--- src/rtl/pc_unit_if.sv ---
// Fetch-side bundle between the fetch controller (master) and the program-counter
// unit (slave): control strobes in, PC and return-stack status out.
interface pc_unit_if #(
  parameter int WIDTH     = 32,
  parameter int RAS_DEPTH = 4
);
  localparam int CNT_W = $clog2(RAS_DEPTH) + 1;

  logic             pc_en;
  logic             trap;
  logic             redirect_valid;
  logic [WIDTH-1:0] redirect_target;
  logic             ras_push;
  logic             ras_pop;

  logic [WIDTH-1:0] pc_out;
  logic [WIDTH-1:0] pc_plus;
  logic [WIDTH-1:0] ras_top;
  logic [CNT_W-1:0] ras_count;
  logic             ras_empty;
  logic             ras_full;
  logic             misalign;
  logic             ras_underflow;

  modport master (
    output pc_en, trap, redirect_valid, redirect_target, ras_push, ras_pop,
    input  pc_out, pc_plus, ras_top, ras_count, ras_empty, ras_full,
           misalign, ras_underflow
  );

  modport slave (
    input  pc_en, trap, redirect_valid, redirect_target, ras_push, ras_pop,
    output pc_out, pc_plus, ras_top, ras_count, ras_empty, ras_full,
           misalign, ras_underflow
  );
endinterface

--- src/rtl/pc_unit.sv ---
// Program-counter unit: selects next PC from trap, redirect, return-stack pop or
// sequential increment, and keeps a circular return-address stack.
module pc_unit #(
  parameter int               WIDTH      = 32,
  parameter logic [WIDTH-1:0] RESET_VEC  = '0,
  parameter logic [WIDTH-1:0] TRAP_VEC   = WIDTH'('h4),
  parameter int               INC        = 4,
  parameter int               ALIGN_BITS = 2,
  parameter int               RAS_DEPTH  = 4
) (
  input  logic     clk,
  input  logic     rst,
  pc_unit_if.slave bus
);
  localparam int PTR_W = $clog2(RAS_DEPTH);
  localparam int CNT_W = PTR_W + 1;
  localparam logic [WIDTH-1:0] ALIGN_MASK =
    ~((WIDTH'(1) << ALIGN_BITS) - WIDTH'(1));

  function automatic logic [WIDTH-1:0] align_tgt(input logic [WIDTH-1:0] t);
    return t & ALIGN_MASK;
  endfunction

  function automatic logic [CNT_W-1:0] sat_inc(input logic [CNT_W-1:0] c);
    return (c == CNT_W'(RAS_DEPTH)) ? c : c + CNT_W'(1);
  endfunction

  logic [WIDTH-1:0] pc_q, pc_d;
  logic [PTR_W-1:0] ptr_q, ptr_d;
  logic [CNT_W-1:0] cnt_q, cnt_d;
  logic             misalign_q, misalign_d;
  logic             uflow_q, uflow_d;
  logic [WIDTH-1:0] ras_q [RAS_DEPTH];

  logic             wr_en;
  logic [PTR_W-1:0] wr_idx;
  logic [WIDTH-1:0] pc_plus;
  logic [WIDTH-1:0] ras_top;
  logic             ras_empty;

  assign pc_plus   = pc_q + WIDTH'(INC);
  assign ras_empty = (cnt_q == '0);
  assign ras_top   = ras_empty ? '0 : ras_q[ptr_q];

  always_comb begin
    pc_d       = pc_q;
    ptr_d      = ptr_q;
    cnt_d      = cnt_q;
    misalign_d = 1'b0;
    uflow_d    = 1'b0;
    wr_en      = 1'b0;
    wr_idx     = ptr_q;
    if (bus.trap) begin
      // Trap wins even over a stall; return stack is flushed but ptr kept.
      pc_d  = align_tgt(TRAP_VEC);
      cnt_d = '0;
    end else if (bus.pc_en) begin
      if (bus.redirect_valid) begin
        pc_d       = align_tgt(bus.redirect_target);
        misalign_d = ((bus.redirect_target & ~ALIGN_MASK) != '0);
      end else if (bus.ras_push && bus.ras_pop && !ras_empty) begin
        pc_d  = align_tgt(ras_top);
        wr_en = 1'b1;
      end else if (bus.ras_push) begin
        pc_d   = pc_plus;
        wr_en  = 1'b1;
        wr_idx = ptr_q + PTR_W'(1);
        ptr_d  = ptr_q + PTR_W'(1);
        cnt_d  = sat_inc(cnt_q);
      end else if (bus.ras_pop && !ras_empty) begin
        pc_d  = align_tgt(ras_top);
        ptr_d = ptr_q - PTR_W'(1);
        cnt_d = cnt_q - CNT_W'(1);
      end else begin
        pc_d    = pc_plus;
        uflow_d = bus.ras_pop;
      end
    end
  end

  always_ff @(posedge clk) begin
    if (rst) begin
      pc_q       <= RESET_VEC;
      ptr_q      <= '0;
      cnt_q      <= '0;
      misalign_q <= 1'b0;
      uflow_q    <= 1'b0;
    end else begin
      pc_q       <= pc_d;
      ptr_q      <= ptr_d;
      cnt_q      <= cnt_d;
      misalign_q <= misalign_d;
      uflow_q    <= uflow_d;
    end
  end

  // Stack storage carries no reset; occupancy is tracked by cnt_q alone.
  always_ff @(posedge clk) begin
    if (wr_en) ras_q[wr_idx] <= pc_plus;
  end

  assign bus.pc_out        = pc_q;
  assign bus.pc_plus       = pc_plus;
  assign bus.ras_top       = ras_top;
  assign bus.ras_count     = cnt_q;
  assign bus.ras_empty     = ras_empty;
  assign bus.ras_full      = (cnt_q == CNT_W'(RAS_DEPTH));
  assign bus.misalign      = misalign_q;
  assign bus.ras_underflow = uflow_q;
endmodule

--- src/flat_wrapper.sv ---
// flat-port wrapper written by rule: the top's interface ports become plain ports
module pc_unit_flat 
#(
  parameter int               WIDTH      = 32,
  parameter logic [WIDTH-1:0] RESET_VEC  = '0,
  parameter logic [WIDTH-1:0] TRAP_VEC   = WIDTH'('h4),
  parameter int               INC        = 4,
  parameter int               ALIGN_BITS = 2,
  parameter int               RAS_DEPTH  = 4
)
  (clk, rst, bus_pc_en, bus_trap, bus_redirect_valid, bus_redirect_target, bus_ras_push, bus_ras_pop, bus_pc_out, bus_pc_plus, bus_ras_top, bus_ras_count, bus_ras_empty, bus_ras_full, bus_misalign, bus_ras_underflow);
  pc_unit_if #(.WIDTH(WIDTH), .RAS_DEPTH(RAS_DEPTH)) bus_i ();
  input  logic clk;
  input  logic rst;
  input wire logic [$bits(bus_i.pc_en)-1:0] bus_pc_en;
  input wire logic [$bits(bus_i.trap)-1:0] bus_trap;
  input wire logic [$bits(bus_i.redirect_valid)-1:0] bus_redirect_valid;
  input wire logic [$bits(bus_i.redirect_target)-1:0] bus_redirect_target;
  input wire logic [$bits(bus_i.ras_push)-1:0] bus_ras_push;
  input wire logic [$bits(bus_i.ras_pop)-1:0] bus_ras_pop;
  output wire logic [$bits(bus_i.pc_out)-1:0] bus_pc_out;
  output wire logic [$bits(bus_i.pc_plus)-1:0] bus_pc_plus;
  output wire logic [$bits(bus_i.ras_top)-1:0] bus_ras_top;
  output wire logic [$bits(bus_i.ras_count)-1:0] bus_ras_count;
  output wire logic [$bits(bus_i.ras_empty)-1:0] bus_ras_empty;
  output wire logic [$bits(bus_i.ras_full)-1:0] bus_ras_full;
  output wire logic [$bits(bus_i.misalign)-1:0] bus_misalign;
  output wire logic [$bits(bus_i.ras_underflow)-1:0] bus_ras_underflow;
  assign bus_i.pc_en = bus_pc_en;
  assign bus_i.trap = bus_trap;
  assign bus_i.redirect_valid = bus_redirect_valid;
  assign bus_i.redirect_target = bus_redirect_target;
  assign bus_i.ras_push = bus_ras_push;
  assign bus_i.ras_pop = bus_ras_pop;
  assign bus_pc_out = bus_i.pc_out;
  assign bus_pc_plus = bus_i.pc_plus;
  assign bus_ras_top = bus_i.ras_top;
  assign bus_ras_count = bus_i.ras_count;
  assign bus_ras_empty = bus_i.ras_empty;
  assign bus_ras_full = bus_i.ras_full;
  assign bus_misalign = bus_i.misalign;
  assign bus_ras_underflow = bus_i.ras_underflow;
  pc_unit #(.WIDTH(WIDTH), .RESET_VEC(RESET_VEC), .TRAP_VEC(TRAP_VEC), .INC(INC), .ALIGN_BITS(ALIGN_BITS), .RAS_DEPTH(RAS_DEPTH)) u_core (.clk(clk), .rst(rst), .bus(bus_i));
endmodule
--- config.mk ---
export PLATFORM = sky130hd
export DESIGN_NAME = pc_unit_flat
export DESIGN_NICKNAME = d
export VERILOG_FILES = /design/src/rtl/pc_unit_if.sv /design/src/rtl/pc_unit.sv /design/src/flat_wrapper.sv
export SDC_FILE = /design/constraint.sdc
export NUM_CORES = 1
export LEC_CHECK = 0
export CAP_MARGIN = 30
export CELL_PAD_IN_SITES_DETAIL_PLACEMENT = 0
export CELL_PAD_IN_SITES_GLOBAL_PLACEMENT = 1
export CORE_MARGIN = 3
export CORE_UTILIZATION = 34
export CTS_BUF_LIST = sky130_fd_sc_hd__clkbuf_8
export DETAILED_ROUTE_END_ITERATION = 6
export DONT_BUFFER_PORTS = 1
export GPL_ROUTABILITY_DRIVEN = 0
export PLACE_DENSITY_LB_ADDON = 0.1
export SLEW_MARGIN = 30
export SYNTH_ARGS = -nofsm -noshare
export SYNTH_HDL_FRONTEND = slang
export SYNTH_SLANG_ARGS = --single-unit
--- constraint.sdc ---
create_clock -name clk -period 7 [get_ports clk]
set_input_delay 1.4 -clock clk [delete_from_list [all_inputs] [get_ports clk]]
set_output_delay 1.4 -clock clk [all_outputs]
set_load 0.02 [all_outputs]
==> results of run 1 <==
kinds of logic (layout without fill, tap and decap cells):
logic type	count (synthesis)	count (layout)
and+or+nand+nor	197	197
buffers and inverters	46	54
xor gates and xnor gates	25	25
AOI/OAI and AO/OA	119	119
adders and majority gates	4	4
DFF	169	169
muxes	37	37
placed cells by master (no fill, tap or decap), types with 5 or more instances in the layout:
cell | synthesis | final
nor2b_1 | 32 | 32
nand4_1 | 7 | 7
o31a_1 | 7 | 7
a21oi_1 | 17 | 16
mux2i_1 | 5 | 5
o21ai_0 | 24 | 24
nor2_1 | 39 | 35
buf_4 | 2 | 14
dfxtp_1 | 41 | 40
a22oi_1 | 8 | 8
and3_1 | 9 | 9
nand3_1 | 11 | 11
nand2_1 | 51 | 51
nor4_1 | 6 | 6
xor2_1 | 11 | 11
inv_6 | 0 | 6
clkbuf_8 | 0 | 17
a31oi_1 | 8 | 8
mux4_2 | 32 | 32
xnor2_1 | 14 | 13
edfxtp_1 | 128 | 128
nor3_1 | 9 | 8
o22ai_1 | 8 | 8
inv_1 | 8 | 9
area by class of cell:
type / count / area [um^2] / area share (%)
timing repair buffer: 14 / 105 / 1.23
clock inverter: 15 / 140 / 1.64
sequential: 169 / 4670 / 54.7
tap: 280 / 350 / 4.11
clock buffer: 17 / 234 / 2.74
inverter: 8 / 30.0 / 0.352
multi-input combinational: 382 / 3000 / 35.2
worst register-to-register path, stage by stage, from the launching register on:
cell     delay, ns
dfxtp_1       0.69
ha_1          0.34
and3_1        0.23
nand3_2       0.19
or4_4         0.62
xnor2_1       0.62
metrics by stage:
step,instances,utilization [%]
floorplan,597,-
global placement,853,36.6
detailed placement,853,36.6
CTS,885,38.3
global route,885,38.4
finish,885,38.4
per-layer routing:
layer  up-vias  part of all wire [%]  track usage [%]
met5         -                     0                0
met1      2658                    41             23.3
met4         0                  0.81             4.17
met2       157                    51             32.6
li1       2303                     -                -
met3        15                   8.1             6.94
worst max path at each step:
| stage | slack, ns | from | endpoint | depth (start not counted) |
|---|---|---|---|---|
| after floorplan | 2.86 | bus_ras_pop | u_core.ras_q[0][0] | 5 |
| after global placement | 2.98 | u_core.bus.pc_out[2] | bus_pc_plus[28] | 5 |
| after global routing | 2.17 | u_core.bus.pc_out[2] | bus_pc_plus[28] | 5 |
| after CTS | 2.40 | u_core.bus.pc_out[2] | bus_pc_plus[30] | 5 |
| after detailed placement | 2.94 | u_core.bus.pc_out[2] | bus_pc_plus[30] | 5 |
| final | 2.45 | u_core.bus.pc_out[2] | bus_pc_plus[30] | 5 |
flip-flops by register name, summed over array words and instances, names as in the netlist, named ones only:
signal and count:
u_core.bus.pc_out 32, u_core.ras_q 128, u_core.bus.misalign 1, u_core.ptr_q 2
u_core.bus.ras_count 3, u_core.bus.ras_underflow 1
power groups by stage:
stage | clock (mW) | combinational, mW | sequential [mW]
after detailed placement | 0 | 0.131 | 1.13
after global routing | 0.732 | 0.140 | 1.11
after global placement | 0 | 0.129 | 1.13
final | 0.674 | 0.128 | 1.11
after CTS | 0.692 | 0.131 | 1.11
after floorplan | 0 | 0.0995 | 1.13
==> impl_metrics.py, run 1 <==
metrics = {
    "route": {
        "wirelength_um": 23500,
        "dr.first_iter.drc_count": 382,
        "drtAntennaViolNets": 0,
        "vias": 5133,
        "routed_via_density": 5.80,
        "drc_errors": 0,
        "drtPass1Iterations": 4,
        "wl_per_cell_um": 26.6,
    },
    "floorplanning": {
        "die_area_um2": 24800,
        "dieHeight_um": 158,
        "ios": 142,
        "die_x_um": 158,
        "core_um2": 22200,
        "start_util_pct": 35.2,
        "row_count": 54,
    },
    "power_and_ir_drop": {
        "p_sw_share_pct": 26.0,
        "p_seq_share_pct": 58.1,
        "comb_power_share_pct": 6.7,
        "total_power_mw": 1.91,
        "power.switching_uw": 498,
        "vdd_ir_drop_max_mv": 0.109,
        "clkPwrFrac_pct": 35.2,
        "powerDensity_nw_per_um2": 224,
        "p_leak_nw": 2.70,
        "p_int_mw": 1.41,
    },
    "synthesis": {
        "syn-num-nets": 640,
        "syn_area_per_cell_um2": 13.1,
        "synth_mux_area_share_pct": 9.86,
        "synth-edff-count": 128,
        "synth_top_family_by_area": "simple AND/OR/NAND/NOR gates",
        "yosysTopAreaCell": "edfxtp_1",
        "synth_top_area_share_pct": 49.2,
        "ys_async_sr_fraction_pct": 0,
        "synth_simple_gate_area_share_pct": 13.7,
        "ys_types": 68,
        "ys_warn_count": 0,
        "synthCells": 597,
        "syn-cell-area_um2": 7810,
        "synth_fa_ha_area_share_pct": 0.737,
        "seq_area_frac_synth_pct": 59.7,
        "yosys-top-cells-count": "128 x edfxtp_1, 51 x nand2_1, 41 x dfxtp_1",
        "synth-compound-area-share_pct": 10.6,
        "synth_seq_cells": 169,
        "synth_most_common_cell": "edfxtp_1",
        "synthFlopType": "edfxtp_1",
        "synthTopCellsByArea": "edfxtp_1 49%, dfxtp_1 11%, mux4_2 9.2%",
        "synth-xor-area-share_pct": 2.80,
    },
    "final_layout": {
        "fin_nets": 635,
        "final_area_um2": 8530,
        "syn_to_final_growth_pct": 9.11,
        "n_fill_cell": 2154,
        "diodes": 0,
        "layout-drive-gt1-share_pct": 17.5,
    },
    "sta": {
        "final_hold_viol_count": 0,
        "rsz0062_at_grt": "false",
        "holdWs_ns": 0.636,
        "tightest_slew_ns": 0.936,
        "finClkSkew_ns": 0.0124,
        "period_share_pct": 65.0,
        "setup_slack_ns": 2.45,
        "fin_setup_tns_ns": 0,
        "drv_slew": 0,
        "setup_violations": 0,
        "timing.fmax_mhz": 220,
        "max-slew-margin-rel_pct": 37.4,
        "min_period_ns": 4.55,
    },
    "min_path": {
        "whs_path_depth": 2,
        "holdCritStartpoint": "u_core.ptr_q[0]",
        "hold_class": "reg -> reg",
    },
    "critical_path": {
        "cp.required_ns": 5.60,
        "regToRegStartpoint": "u_core.bus.pc_out[2]",
        "r2r_slack_ns": 4.01,
        "cp-end-kind": "output pin",
        "worst-path-buf-inv": 0,
        "worstPathMaxFanout": 8,
        "crit_chain": "ha_1 > and3_1 > nand3_2 > or4_4 > xnor2_1",
        "start_kind": "flop",
        "rr_worst_depth": 5,
        "path_class": "reg -> out",
        "r2r_end": "u_core.ras_q[0][30]",
        "cpPeakStageDelay_ns": 0.69,
        "critPathArrivalTime_ns": 3.15,
        "cp_slowest_cell": "dfxtp_1",
        "cp_top_family": "simple AND/OR/NAND/NOR gates",
    },
    "clock_tree": {
        "hold_buffers": 0,
        "cts_repair_resize_count": 0,
        "h-tree-depth": 4,
        "cts_tree": "yes",
        "cts-root-buf": "clkbuf_8",
        "clk-insertion-delay-late_ns": 0.46,
        "cts_buffers": 17,
        "cts_sinks": 169,
        "clk_pin_slew_ns": 0.09,
        "post-cts-setup-buffers": 0,
        "clockBufferDepth": 2,
    },
    "placement": {
        "dp_hpwl_um": 16100,
        "placed_cell_area_um2": 8140,
        "numPortBuffers": 0,
        "post-place-ws_ns": 2.94,
    },
    "global_route": {
        "grt_pass1_vias": 5397,
        "overflow": 0,
        "antenna_found_initial": 0,
        "grt_start_max_net_pins": 34,
        "grt.total_usage_pct": 19.1,
        "grt_first_pass_wirelength_um": 34500,
    },
    "flow_run": {
        "max-cap-violations": 0,
    },
    "run_status": {
        "status": "complete, no violations",
    },
}
(Power assumes the default switching activity.)
==> run 2, diff against run 1 <==
--- a/config.mk
+++ b/config.mk
@@ -5,6 +5,7 @@
 export SDC_FILE = /design/constraint.sdc
 export NUM_CORES = 1
 export LEC_CHECK = 0
+export ABC_AREA = 1
 export CAP_MARGIN = 30
 export CELL_PAD_IN_SITES_DETAIL_PLACEMENT = 0
 export CELL_PAD_IN_SITES_GLOBAL_PLACEMENT = 1
==> constraint.sdc (replaced) <==
create_clock -name clk -period 4.5 [get_ports clk]
set_input_delay 0.9 -clock clk [delete_from_list [all_inputs] [get_ports clk]]
set_output_delay 0.9 -clock clk [all_outputs]
set_load 0.02 [all_outputs]
==> impl_metrics.py, run 2 <==
metrics = {
    "run_status": {
        "status": "complete, no violations",
    },
    "synthesis": {
        "synthFlopType": "edfxtp_1",
        "ys_async_sr_fraction_pct": 0,
        "synth-edff-count": 128,
        "synth_seq_cells": 169,
        "yosysTopAreaCell": "edfxtp_1",
        "seq_area_frac_synth_pct": 57.6,
        "yosys-top-cells-count": "295 x nand2_1, 128 x edfxtp_1, 103 x nor2_1",
        "syn_area_per_cell_um2": 8.85,
        "ys_warn_count": 0,
        "syn-num-nets": 958,
        "synth_most_common_cell": "nand2_1",
        "ys_types": 37,
        "synthTopCellsByArea": "edfxtp_1 47%, nand2_1 14%, dfxtp_1 10%",
        "syn-cell-area_um2": 8100,
        "synth_top_area_share_pct": 47.5,
        "synthCells": 915,
    },
    "critical_path": {
        "critPathArrivalTime_ns": 2.44,
        "r2r_end": "u_core.ras_q[2][14]",
        "cp-end-kind": "output pin",
        "regToRegStartpoint": "u_core.bus.ras_count[0]",
        "crit_end": "bus_pc_plus[7]",
        "cp.required_ns": 3.60,
        "r2r_slack_ns": 1.76,
        "crit_start": "u_core.bus.pc_out[2]",
        "start_kind": "flop",
        "rr_worst_depth": 10,
        "path_class": "reg -> out",
        "worstPathMaxFanout": 7,
    },
    "clock_tree": {
        "cts_sinks": 169,
        "cts_tree": "yes",
        "post-cts-setup-buffers": 0,
        "clk_pin_slew_ns": 0.10,
        "cts_buffers": 17,
        "clk-insertion-delay-late_ns": 0.46,
        "cts-root-buf": "clkbuf_8",
        "hold_buffers": 0,
        "h-tree-depth": 4,
        "clockBufferDepth": 2,
        "cts_repair_resize_count": 0,
    },
    "route": {
        "drtAntennaViolNets": 0,
        "routed_via_density": 4.98,
        "drc_errors": 0,
        "vias": 6150,
        "drtPass1Iterations": 4,
        "dr.first_iter.drc_count": 562,
        "wl_per_cell_um": 20.9,
        "wirelength_um": 25800,
    },
    "sta": {
        "min_period_ns": 3.34,
        "max-slew-margin-rel_pct": 35.2,
        "fin_setup_tns_ns": 0,
        "setup_slack_ns": 1.16,
        "timing.fmax_mhz": 299,
        "drv_slew": 0,
        "tightest_slew_ns": 0.968,
        "rsz0062_at_grt": "false",
        "setup_violations": 0,
        "finClkSkew_ns": 0.0210,
        "final_hold_viol_count": 0,
        "period_share_pct": 74.3,
        "holdWs_ns": 0.487,
    },
    "global_route": {
        "use_met2_pct": 30.2,
        "overflow": 0,
        "grt.total_usage_pct": 19.7,
        "grt_first_pass_wirelength_um": 38000,
        "grt.busiest_layer": "met2",
        "grt_pass1_vias": 5764,
        "met3_usage_pct": 5.42,
        "grt_start_max_net_pins": 66,
        "use_met1_pct": 27.1,
        "antenna_found_initial": 7,
    },
    "floorplanning": {
        "die_x_um": 160,
        "row_count": 55,
        "die_area_um2": 25700,
        "ios": 142,
        "dieHeight_um": 160,
        "core_um2": 23000,
        "start_util_pct": 35.2,
    },
    "final_layout": {
        "largest_reg_flops": 128,
        "regArea_um2": 4670,
        "fin_nets": 949,
        "layout-drive-gt1-share_pct": 9.14,
        "regMostFlops": "u_core.ras_q",
        "final_common_cell": "nand2_1",
        "final_area_um2": 8860,
        "final_cell_mix": "295 x nand2_1, 128 x edfxtp_1, 99 x nor2_1",
        "n_fill_cell": 2330,
        "multiInputGateArea_um2": 3060,
        "final_util_pct": 38.6,
        "final-instance-count-excl-fill": 1236,
        "syn_to_final_growth_pct": 9.47,
    },
    "placement": {
        "dp_hpwl_um": 18400,
        "placed_cell_area_um2": 8410,
        "post-place-ws_ns": 1.41,
        "numPortBuffers": 0,
        "place_inst": 1200,
    },
    "power_and_ir_drop": {
        "powerDensity_nw_per_um2": 361,
        "p_leak_nw": 3.35,
        "total_power_mw": 3.20,
        "vdd_ir_drop_max_mv": 0.160,
    },
    "min_path": {
        "hold_class": "in -> reg",
    },
    "flow_run": {
        "max-cap-violations": 0,
    },
}
-- run 2: cell types whose count changed in the layout (fill, tap and decap cells not counted), sizes merged, moves of 11 or more --
cell   change
nand2    +255
nor2      +78
nand3     +59
inv       +48
a21oi     +38
mux4      -32
nor2b     -32
o21ai     +29
xnor2     -11
-- run 2: critical path: stages, from the launching register on --
cell	delay (ns)
dfxtp_1	0.51
inv_1	0.32
nor2_4	0.28
nand2_2	0.12
xor2_1	0.75
-- run 2: layout make-up --
class | instances | share of cell area (%)
flip-flops and latches | 169 | 52.6
multi-input cells | 651 | 34.5
diodes | 4 | 0.113
inverters | 56 | 2.37
repair buffers | 11 | 0.932
well taps | 313 | 4.42
clock buffers | 17 | 2.64
clock inverters | 15 | 2.39
-- run 2: cell families after synthesis --
family | share of synthesized area (%)
AND/OR/NAND/NOR | 27.2
flip-flops | 57.6
AO/OA/AOI/OAI | 8.11
buffers and inverters | 5.08
XOR/XNOR | 1.30
adder cells (fa/ha/maj) | 0.711
-- run 2: worst min-delay path by stage --
stage	start	endpoint	slack (ns)	depth (start not counted)
after detailed placement	u_core.ptr_q[0]	flop	0.51	2
after global routing	rst	u_core.bus.pc_out[2]	0.45	1
after CTS	rst	u_core.bus.pc_out[2]	0.46	1
final	rst	u_core.bus.pc_out[2]	0.49	1
after floorplan	u_core.ptr_q[1]	flop	0.48	2
after global placement	u_core.ptr_q[0]	flop	0.52	2
-- run 2: power by group --
part	internal, mW	switching (mW)
clock	0.619	0.605
sequential	1.69	0.0379
combinational	0.0564	0.191
total	2.36	0.834
-- run 2: routing by layer --
metal	share of wire [%]	wire length [um]
met1	44	11400
met2	46	11800
met3	7.6	1960
met4	2.1	535
met5	0.10	27
